### src/rtl/mem_arb_pkg.sv
// Shared types and default widths for the memory-port arbiter.
package mem_arb_pkg;

  localparam int unsigned DEF_ADDR_W      = 32;
  localparam int unsigned DEF_DATA_W      = 64;
  localparam int unsigned DEF_TIMEOUT_CYC = 255;

  typedef enum logic [1:0] {
    IDLE = 2'd0,
    REQ  = 2'd1,
    WAIT = 2'd2,
    RSP  = 2'd3
  } state_e;

  typedef enum logic {
    OWN_IFU = 1'b0,
    OWN_LSU = 1'b1
  } owner_e;

endpackage

### src/rtl/rr_arb2.sv
// Two-way round-robin grant; keeps the last-served requester.
module rr_arb2
  import mem_arb_pkg::*;
(
  input  logic       i_clk,
  input  logic       i_rst,
  input  logic [1:0] i_req,    // [0]=IFU, [1]=LSU
  input  logic       i_upd,    // a grant was accepted this cycle
  output logic [1:0] o_grant   // one-hot
);

  owner_e r_last;

  // Single requester wins outright; on a tie the one not served last wins.
  always_comb begin
    o_grant = 2'b00;
    case (i_req)
      2'b01:   o_grant = 2'b01;
      2'b10:   o_grant = 2'b10;
      2'b11:   o_grant = (r_last == OWN_IFU) ? 2'b10 : 2'b01;
      default: o_grant = 2'b00;
    endcase
  end

  // Remember who was served on each accepted grant.
  always_ff @(posedge i_clk or posedge i_rst) begin
    if (i_rst) begin
      r_last <= OWN_IFU;
    end else if (i_upd) begin
      r_last <= o_grant[1] ? OWN_LSU : OWN_IFU;
    end
  end

endmodule

### src/rtl/mem_arbiter.sv
// Shares one memory port between IFU and LSU, one transaction in flight.
module mem_arbiter
  import mem_arb_pkg::*;
#(
  parameter int unsigned ADDR_W      = DEF_ADDR_W,
  parameter int unsigned DATA_W      = DEF_DATA_W,
  parameter int unsigned TIMEOUT_CYC = DEF_TIMEOUT_CYC
) (
  input  logic                clk_i,
  input  logic                rst_i,

  input  logic                ifu_req_valid_i,
  output logic                ifu_req_ready_o,
  input  logic [ADDR_W-1:0]   ifu_req_addr_i,
  output logic                ifu_rsp_valid_o,
  input  logic                ifu_rsp_ready_i,
  output logic [DATA_W-1:0]   ifu_rsp_data_o,
  output logic                ifu_rsp_err_o,

  input  logic                lsu_req_valid_i,
  output logic                lsu_req_ready_o,
  input  logic [ADDR_W-1:0]   lsu_req_addr_i,
  input  logic                lsu_req_wen_i,
  input  logic [DATA_W-1:0]   lsu_req_wdata_i,
  input  logic [DATA_W/8-1:0] lsu_req_wmask_i,
  output logic                lsu_rsp_valid_o,
  input  logic                lsu_rsp_ready_i,
  output logic [DATA_W-1:0]   lsu_rsp_data_o,
  output logic                lsu_rsp_err_o,

  output logic                mem_req_valid_o,
  input  logic                mem_req_ready_i,
  output logic [ADDR_W-1:0]   mem_req_addr_o,
  output logic                mem_req_wen_o,
  output logic [DATA_W-1:0]   mem_req_wdata_o,
  output logic [DATA_W/8-1:0] mem_req_wmask_o,
  input  logic                mem_rsp_valid_i,
  output logic                mem_rsp_ready_o,
  input  logic [DATA_W-1:0]   mem_rsp_data_i
);

  localparam int unsigned MASK_W = DATA_W / 8;
  localparam int unsigned CNT_W  = (TIMEOUT_CYC > 1) ? $clog2(TIMEOUT_CYC) : 1;

  state_e              r_state;
  owner_e              r_owner;
  logic [ADDR_W-1:0]   r_addr;
  logic                r_wen;
  logic [DATA_W-1:0]   r_wdata;
  logic [MASK_W-1:0]   r_wmask;
  logic [DATA_W-1:0]   r_rsp_data;
  logic                r_rsp_err;
  logic [CNT_W-1:0]    r_cnt;
  logic                r_mem_req_valid;
  logic                r_ifu_rsp_valid;
  logic                r_lsu_rsp_valid;

  logic                w_idle;
  logic [1:0]          w_req;
  logic [1:0]          w_grant;
  logic                w_rsp_hs;

  // Requests are only offered to the arbiter while idle and out of reset.
  assign w_idle = (r_state == IDLE) && !rst_i;
  assign w_req  = {lsu_req_valid_i, ifu_req_valid_i} & {2{w_idle}};

  rr_arb2 u_rr_arb2 (
    .i_clk   (clk_i),
    .i_rst   (rst_i),
    .i_req   (w_req),
    .i_upd   (|w_grant),
    .o_grant (w_grant)
  );

  assign w_rsp_hs = (r_owner == OWN_IFU) ? ifu_rsp_ready_i : lsu_rsp_ready_i;

  // Transaction FSM with latched request, response and timeout counter.
  always_ff @(posedge clk_i or posedge rst_i) begin
    if (rst_i) begin
      r_state         <= IDLE;
      r_owner         <= OWN_IFU;
      r_addr          <= '0;
      r_wen           <= 1'b0;
      r_wdata         <= '0;
      r_wmask         <= '0;
      r_rsp_data      <= '0;
      r_rsp_err       <= 1'b0;
      r_cnt           <= '0;
      r_mem_req_valid <= 1'b0;
      r_ifu_rsp_valid <= 1'b0;
      r_lsu_rsp_valid <= 1'b0;
    end else begin
      case (r_state)
        IDLE: begin
          if (w_grant[1]) begin
            r_owner         <= OWN_LSU;
            r_addr          <= lsu_req_addr_i;
            r_wen           <= lsu_req_wen_i;
            r_wdata         <= lsu_req_wdata_i;
            r_wmask         <= lsu_req_wmask_i;
            r_mem_req_valid <= 1'b1;
            r_state         <= REQ;
          end else if (w_grant[0]) begin
            r_owner         <= OWN_IFU;
            r_addr          <= ifu_req_addr_i;
            r_wen           <= 1'b0;
            r_wdata         <= '0;
            r_wmask         <= '0;
            r_mem_req_valid <= 1'b1;
            r_state         <= REQ;
          end
        end
        REQ: begin
          if (mem_req_ready_i) begin
            r_mem_req_valid <= 1'b0;
            r_cnt           <= '0;
            r_state         <= WAIT;
          end
        end
        WAIT: begin
          if (mem_rsp_valid_i || (r_cnt == CNT_W'(TIMEOUT_CYC - 1))) begin
            r_rsp_data <= mem_rsp_valid_i ? mem_rsp_data_i : '0;
            r_rsp_err  <= !mem_rsp_valid_i;
            r_ifu_rsp_valid <= (r_owner == OWN_IFU);
            r_lsu_rsp_valid <= (r_owner == OWN_LSU);
            r_state    <= RSP;
          end else begin
            r_cnt <= r_cnt + CNT_W'(1);
          end
        end
        RSP: begin
          if (w_rsp_hs) begin
            r_ifu_rsp_valid <= 1'b0;
            r_lsu_rsp_valid <= 1'b0;
            r_state         <= IDLE;
          end
        end
        default: r_state <= IDLE;
      endcase
    end
  end

  // Output decode; memory responses are always accepted (stray ones dropped).
  assign ifu_req_ready_o = w_grant[0];
  assign lsu_req_ready_o = w_grant[1];
  assign ifu_rsp_valid_o = r_ifu_rsp_valid;
  assign lsu_rsp_valid_o = r_lsu_rsp_valid;
  assign ifu_rsp_data_o  = r_rsp_data;
  assign lsu_rsp_data_o  = r_rsp_data;
  assign ifu_rsp_err_o   = r_rsp_err;
  assign lsu_rsp_err_o   = r_rsp_err;
  assign mem_req_valid_o = r_mem_req_valid;
  assign mem_req_addr_o  = r_addr;
  assign mem_req_wen_o   = r_wen;
  assign mem_req_wdata_o = r_wdata;
  assign mem_req_wmask_o = r_wmask;
  assign mem_rsp_ready_o = 1'b1;

endmodule

### config.mk
export PLATFORM = sky130hd
export DESIGN_NAME = mem_arbiter
export DESIGN_NICKNAME = d
export VERILOG_FILES = /design/src/rtl/mem_arb_pkg.sv /design/src/rtl/rr_arb2.sv /design/src/rtl/mem_arbiter.sv
export SDC_FILE = /design/constraint.sdc
export NUM_CORES = 1
export LEC_CHECK = 0
export ABC_AREA = 1
export CAP_MARGIN = 25
export CORE_AREA = 4 4 171 173
export CTS_CLUSTER_SIZE = 16
export DETAILED_ROUTE_END_ITERATION = 16
export DIE_AREA = 0 0 175 177
export GPL_ROUTABILITY_DRIVEN = 0
export PLACE_DENSITY = 0.63
export SYNTH_ARGS = -nofsm -noshare
export SYNTH_HDL_FRONTEND = slang
export SYNTH_SLANG_ARGS = --single-unit
### constraint.sdc
create_clock -name clk_i -period 5.55 [get_ports clk_i]
set_input_delay 0.555 -clock clk_i [delete_from_list [all_inputs] [get_ports clk_i]]
set_output_delay 0.555 -clock clk_i [all_outputs]
set_load 0.05 [all_outputs]
==> impl_metrics.tcl, run 1 <==
set metrics [dict create \
    r2r_setup_slack_ps 2950 \
    drt_pass1_iterations 4 \
    grtUsageTotal_pct 16.64 \
    critPathKind "reg2out" \
    ctsRootBufferMaster "clkbuf_16" \
    dr_total_vias 6947 \
    viasPerCell 4.391 \
    status "finished clean" \
    die_w_um 175 \
    rows 61 \
    final_nets 1407 \
    ir_drop_mv 0.4318 \
    power_density_mw_per_mm2 738.6 \
    syn_to_final_growth_pct 60.95 \
    hold_viol_final 0 \
    hold_depth 2 \
    grt_pass1_vias 7067 \
    die_area_mm2 0.03098 \
    insertion_delay_ps 430 \
    worstHoldStart "ifu_rsp_valid_o$_DFFE_PP0P_" \
    max-slew-margin-rel_pct 44.46 \
    crit_fanout 43 \
    n_fill_cell 2656 \
    min_period_over_period_pct 63.59 \
    ys_ff_latch 185 \
    leakagePower_uw 0.005765 \
    maxCapViolCount 0 \
    synthCells 827 \
    globalRoute.totalOverflow 0 \
    avgRoutedWirePerCell_um 16.72 \
    drive_gt1_share_pct 4.817 \
    post_cts_buffers 0 \
    skew_ps 16.76 \
    netlist.area_leader.share_pct 57.70 \
    fin_setup_tns_ps 0 \
    yosys.area.top_type "dfrtp_1" \
    post-route-util_pct 46.73 \
    r2r_cells 8 \
    cts_tree "built" \
    crit_slowest_cell "clkdlybuf4s50_1" \
    fin_crit_ps 3530 \
    antenna_found_initial 2 \
    worstReg2RegEnd "mem_req_wdata_o[29]$_DFFE_PP0P_" \
    cts_repair_resize_count 0 \
    crit_arrival_ps 2970 \
    clock-sinks 185 \
    critPathLaunchType "register" \
    drc 0 \
    yosys.cell_types.count 28 \
    ioPinCount 450 \
    core-area_mm2 0.02763 \
    cts_buffer_depth 2 \
    synth_area_mm2 0.008023 \
    cts_max_level 4 \
    yosysWarnings 0 \
    setup_viol 0 \
    num_antenna_cells 0 \
    hold_path_end "ifu_rsp_valid_o$_DFFE_PP0P_" \
    startpoint "r_state[0]$_DFFE_PP0P_" \
    cp_cell_sequence "inv_1 -> ha_1 -> inv_1 -> nor2_4 -> nand3_2 -> clkinv_2 -> clkdlybuf4s50_1" \
    drt_iter0_markers 295 \
    synth_area_leaders "dfrtp_1, nand2_1, a22o_1, buf_4, a31oi_1" \
    power_uw 9537 \
    slowest_delay_ps 980 \
    hold_path.class "reg2reg" \
    slew_viol_final 0 \
    postCtsHoldBufs 0 \
    cp.required_ps 4990 \
    cpMostUsedCell "inv_1" \
    holdWs_ps 489.7 \
    fmaxAchievable_mhz 283.3 \
    routed_wl_mm 26.44 \
    grt_first_pass_wirelength_mm 40.54 \
    tightest_slew_ps 833.1 \
    start_util_pct 29.04 \
    worstSetupEndpointType "output port" \
    io_buffer_count 448 \
    cts_buffers 17 \
    rsz0062_at_grt "false" \
    rr_startpoint "r_state[0]$_DFFE_PP0P_" \
    postRouteAntennaNets 0 \
    dieHeight_um 177 \
    cts.reportedPaths.clkPinSlew_ps 70 \
    dp_hpwl_mm 19.63 \
    grt_max_degree 100 \
    synth_nets 1043 \
    yosysSeqAreaShare_pct 57.70 \
    synth.avg_cell_area_um2 9.701 \
]
[synth_stat cells]
cell type  count
conb_1         1
a31oi_1       32
o21ai_2        1
nand2_1      309
ha_1           7
or2_2          1
a21oi_1        2
clkbuf_1      13
nand4_1        5
buf_4         69
a21oi_2        1
nand3_2        2
nor2_2         1
inv_1         21
nand3_1       12
a21oi_4        1
buf_2         18
dfrtp_1      185
inv_2          3
xnor2_1        1
a22o_1        73
o21ai_0        3
nand2_2        3
o21bai_1       1
nor2_1        48
nor2_4         1
buf_6         11
nand2_4        2
[layer usage]
| layer | part of all wire (%) | vias up | global-route usage, % |
|---|---|---|---|
| met5 | 0.091 | - | 0 |
| met4 | 1.7 | 4 | 4.386 |
| met3 | 9.1 | 26 | 6.964 |
| met2 | 50 | 289 | 28.89 |
| met1 | 39 | 3273 | 19.02 |
| li1 | - | 3355 | - |
[power by group]
| part | total, uW | internal (uW) | switching [uW] |
|---|---|---|---|
| clock network | 1240 | 647 | 595 |
| registers | 2400 | 1970 | 431 |
| logic | 5900 | 1920 | 3970 |
[layout make-up]
| class | instances | area (um2) | share of cell area [%] |
|---|---|---|---|
| Clock buffer | 17 | 425.4 | 3.295 |
| Multi-Input combinational cell | 507 | 2530 | 19.59 |
| Clock inverter | 15 | 177.7 | 1.376 |
| Inverter | 24 | 95.09 | 0.7364 |
| Timing Repair Buffer | 456 | 4582 | 35.48 |
| Sequential cell | 185 | 4629 | 35.85 |
| Tap cell | 378 | 473.0 | 3.663 |
[cells in the final DEF, fill, tap and decap left out, types with 2 or more instances in the layout]
master	instances
nor2_1	48
nand3_2	2
a21oi_1	2
clkinv_8	3
nand2_2	3
inv_2	3
buf_12	3
clkinv_2	2
nand4_1	5
ha_1	7
clkinvlp_4	2
nand2_1	309
nand3_1	12
clkbuf_16	17
inv_8	3
a22o_1	73
buf_4	5
clkdlybuf4s50_1	448
dfrtp_1	185
o21ai_0	3
clkinv_4	2
inv_1	19
inv_6	4
nand2_4	2
a31oi_1	32
[worst max-delay path, delay by kind of cell, from the launching register on]
| kind | cells | cell delay (ps) |
|---|---|---|
| adders and majority gates | 1 | 190 |
| buffers and inverters | 4 | 1660 |
| and+or+nand+nor | 2 | 290 |
| DFF | 1 | 410 |
[per-stage QoR]
stage | setup slack [ps] | cells | cell area [um2]
6_report | 2020 | 1582 | 12910
5_1_grt | 1794 | 1582 | 12910
4_1_cts | 1935 | 1581 | 12890
3_5_place_dp | 2086 | 1549 | 12290
3_3_place_gp | 2082 | 1548 | 12270
2_1_floorplan | 2616 | 827 | 8026
[flip-flops by register name, summed over array words and instances, names as in the netlist, 2 cells and up]
signal and flops:
r_state 2, mem_req_wmask_o 8, r_cnt 8, mem_req_addr_o 32
mem_req_wdata_o 64, ifu_rsp_data_o 64
[worst max path at each step]
stage | end | slack [ps] | cells past startpoint
floorplan | ifu_rsp_data_o[0]$_DFFE_PP0P_ | 2620 | 1
global placement | lsu_req_ready_o | 2080 | 5
detailed placement | lsu_req_ready_o | 2090 | 5
CTS | lsu_req_ready_o | 1930 | 7
global route | lsu_req_ready_o | 1790 | 7
finish | lsu_req_ready_o | 2020 | 7
[kinds of logic (layout without fill, tap and decap cells)]
kind of cell,Yosys count,in the layout,synth area share [%]
AOI/OAI and AO/OA,114,114,11.29
xor gates and xnor gates,1,1,0.1092
adders and majority gates,7,7,1.092
buffers and inverters,135,512,10.85
DFF,185,185,57.70
other,1,1,0.04674
and+or+nand+nor,384,384,18.90
(Power assumes the default switching activity.)
==> inputs of run 2 (changes only) <==
- CORE_AREA: 4 4 171 173 -> 4 4 172 174
- DIE_AREA: 0 0 175 177 -> 0 0 176 178
- PLACE_DENSITY: 0.63 -> 0.6
- clock period: 5.55 -> 3.4 ns (I/O delays scaled with it)
==> run 2 against run 1 <==
  * Wire length up 6.5%
  * Register-to-register slack worse by 1800 ps
  * Clock-buffer cell count unchanged
  * Clock power up 60%
  * Hold slack worse by 47 ps
  * Critical path depth unchanged
  * Critical endpoint is now ifu_req_ready_o
  * Largest power group unchanged
==> impl_metrics.tcl, run 2 (synthesized netlist as in run 1, its figures left out) <==
set metrics [dict create \
    status "finished clean" \
    power_uw 15610 \
    syn_to_final_growth_pct 61.46 \
    avgRoutedWirePerCell_um 17.74 \
    critPathLaunchType "register" \
    endpoint "ifu_req_ready_o" \
    globalRoute.totalOverflow 0 \
    dieHeight_um 178 \
    io_buffer_count 448 \
    cts_buffer_depth 2 \
    power_density_mw_per_mm2 1205 \
    dr_total_vias 6971 \
    leakagePower_uw 0.005797 \
    die_w_um 176 \
    hold_viol_final 0 \
    grt_max_degree 76 \
    worstSetupEndpointType "output port" \
    p_sw_uw 8262 \
    regArea_mm2 0.004629 \
    startpoint "r_state[0]$_DFFE_PP0P_" \
    n_fill_cell 2696 \
    pwr-share-comb_pct 61.9 \
    hold_path.class "in2reg" \
    cp_cell_sequence "inv_1 -> ha_1 -> inv_1 -> nor2_4 -> nand2_1 -> a21oi_1 -> clkdlybuf4s50_1" \
    cts_tree "built" \
    fmaxAchievable_mhz 363.4 \
    maxCapViolCount 0 \
    viasPerCell 4.393 \
    crit_arrival_ps 2410 \
    r2r_setup_slack_ps 1120 \
    grtUsageTotal_pct 17.48 \
    slowest_delay_ps 820 \
    netSwitchingFraction_pct 52.93 \
    drt_iter0_markers 409 \
    setup_viol 0 \
    fin_setup_tns_ps 0 \
    clock-sinks 185 \
    critPathKind "reg2out" \
    insertion_delay_ps 430 \
    worstReg2RegEnd "mem_req_wdata_o[4]$_DFFE_PP0P_" \
    die_area_mm2 0.03133 \
    dp_hpwl_mm 21.60 \
    crit_fanout 4 \
    cp.required_ps 3060 \
    rsz0062_at_grt "false" \
    antenna_found_initial 4 \
    post_cts_buffers 0 \
    cts_buffers 17 \
    skew_ps 18.76 \
    cpMostUsedCell "inv_1" \
    crit_slowest_cell "clkdlybuf4s50_1" \
    slew_viol_final 0 \
    cts_repair_resize_count 0 \
    tightest_slew_ps 820.0 \
    rr_startpoint "r_state[0]$_DFFE_PP0P_" \
    multi_input_area_mm2 0.002530 \
    core-area_mm2 0.02778 \
    postCtsHoldBufs 0 \
    ir_drop_mv 0.5926 \
    cts_max_level 4 \
    p_int_uw 7347 \
    postRouteAntennaNets 0 \
    grt_first_pass_wirelength_mm 42.06 \
    max-slew-margin-rel_pct 45.33 \
    final_nets 1412 \
    ioPinCount 450 \
    num_antenna_cells 0 \
    cts.reportedPaths.clkPinSlew_ps 80 \
    drc 0 \
    min_period_over_period_pct 80.93 \
    drt_pass1_iterations 6 \
    layout_common_cells "clkdlybuf4s50_1, nand2_1, dfrtp_1, a22o_1, nor2_1" \
    routed_wl_mm 28.16 \
    rows 61 \
    seqPwrFrac_pct 25.4 \
    ctsRootBufferMaster "clkbuf_16" \
    grt_pass1_vias 7036 \
    drive_gt1_share_pct 5.294 \
    layout_commonest_cell "clkdlybuf4s50_1" \
    start_util_pct 28.88 \
    fin_crit_ps 2752 \
    power.clock.fraction_pct 12.7 \
    r2r_cells 8 \
]
## run 2: cell type report
class / instances / share of cell area, %
clock buffer: 17 / 3.284
sequential: 185 / 35.74
timing repair buffer: 461 / 35.83
multi-input combinational: 507 / 19.53
clock inverter: 15 / 1.227
inverter: 24 / 0.7341
tap: 378 / 3.651
## run 2: how the worst min path moves through the flow
| stage | startpoint | cells past startpoint | endpoint | slack [ps] |
|---|---|---|---|---|
| after detailed placement | ifu_rsp_valid_o$_DFFE_PP0P_ | 2 | ifu_rsp_valid_o$_DFFE_PP0P_ | 480 |
| final | mem_rsp_data_i[25] | 3 | ifu_rsp_data_o[25]$_DFFE_PP0P_ | 440 |
| after CTS | mem_rsp_data_i[25] | 3 | ifu_rsp_data_o[25]$_DFFE_PP0P_ | 420 |
| after global routing | mem_rsp_data_i[62] | 3 | ifu_rsp_data_o[62]$_DFFE_PP0P_ | 430 |
| after floorplan | mem_rsp_data_i[0] | 2 | ifu_rsp_data_o[0]$_DFFE_PP0P_ | 460 |
| after global placement | ifu_rsp_valid_o$_DFFE_PP0P_ | 2 | ifu_rsp_valid_o$_DFFE_PP0P_ | 460 |
## run 2: metal layers
metal,track usage (%),routed length [um]
met2,30.54,14270
met4,3.801,295
met3,7.228,2788
met1,20.20,10750
met5,0,56
## run 2: through the flow
step           setup WS [ps]  instances  instance area (um2)  utilization (%)  hold slack [ps]
3_5_place_dp           981.4       1555                12370            44.52            475.9
5_1_grt                426.9       1587                12950            46.63            425.9
6_report               648.3       1587                12950            46.63            443.1
3_3_place_gp           964.5       1555                12370            44.52            461.9
2_1_floorplan          681.5        827                 8026                -            456.6
4_1_cts                590.0       1587                12950            46.63            415.5
## run 2: critical path, delay by kind of cell (launching register included)
kind,cells,cell delay [ps]
AO/OA/AOI/OAI,1,120
adder cells (fa/ha/maj),1,180
buffers and inverters,3,1030
flip-flops,1,420
AND/OR/NAND/NOR,2,250
## run 2: power by group through the flow
stage	logic, uW	registers [uW]	clock network, uW
6_report	9650	3970	1980
5_1_grt	10100	4130	2140
4_1_cts	9760	3990	2050
3_5_place_dp	9760	4000	0
3_3_place_gp	9690	3990	0
2_1_floorplan	3400	7230	0
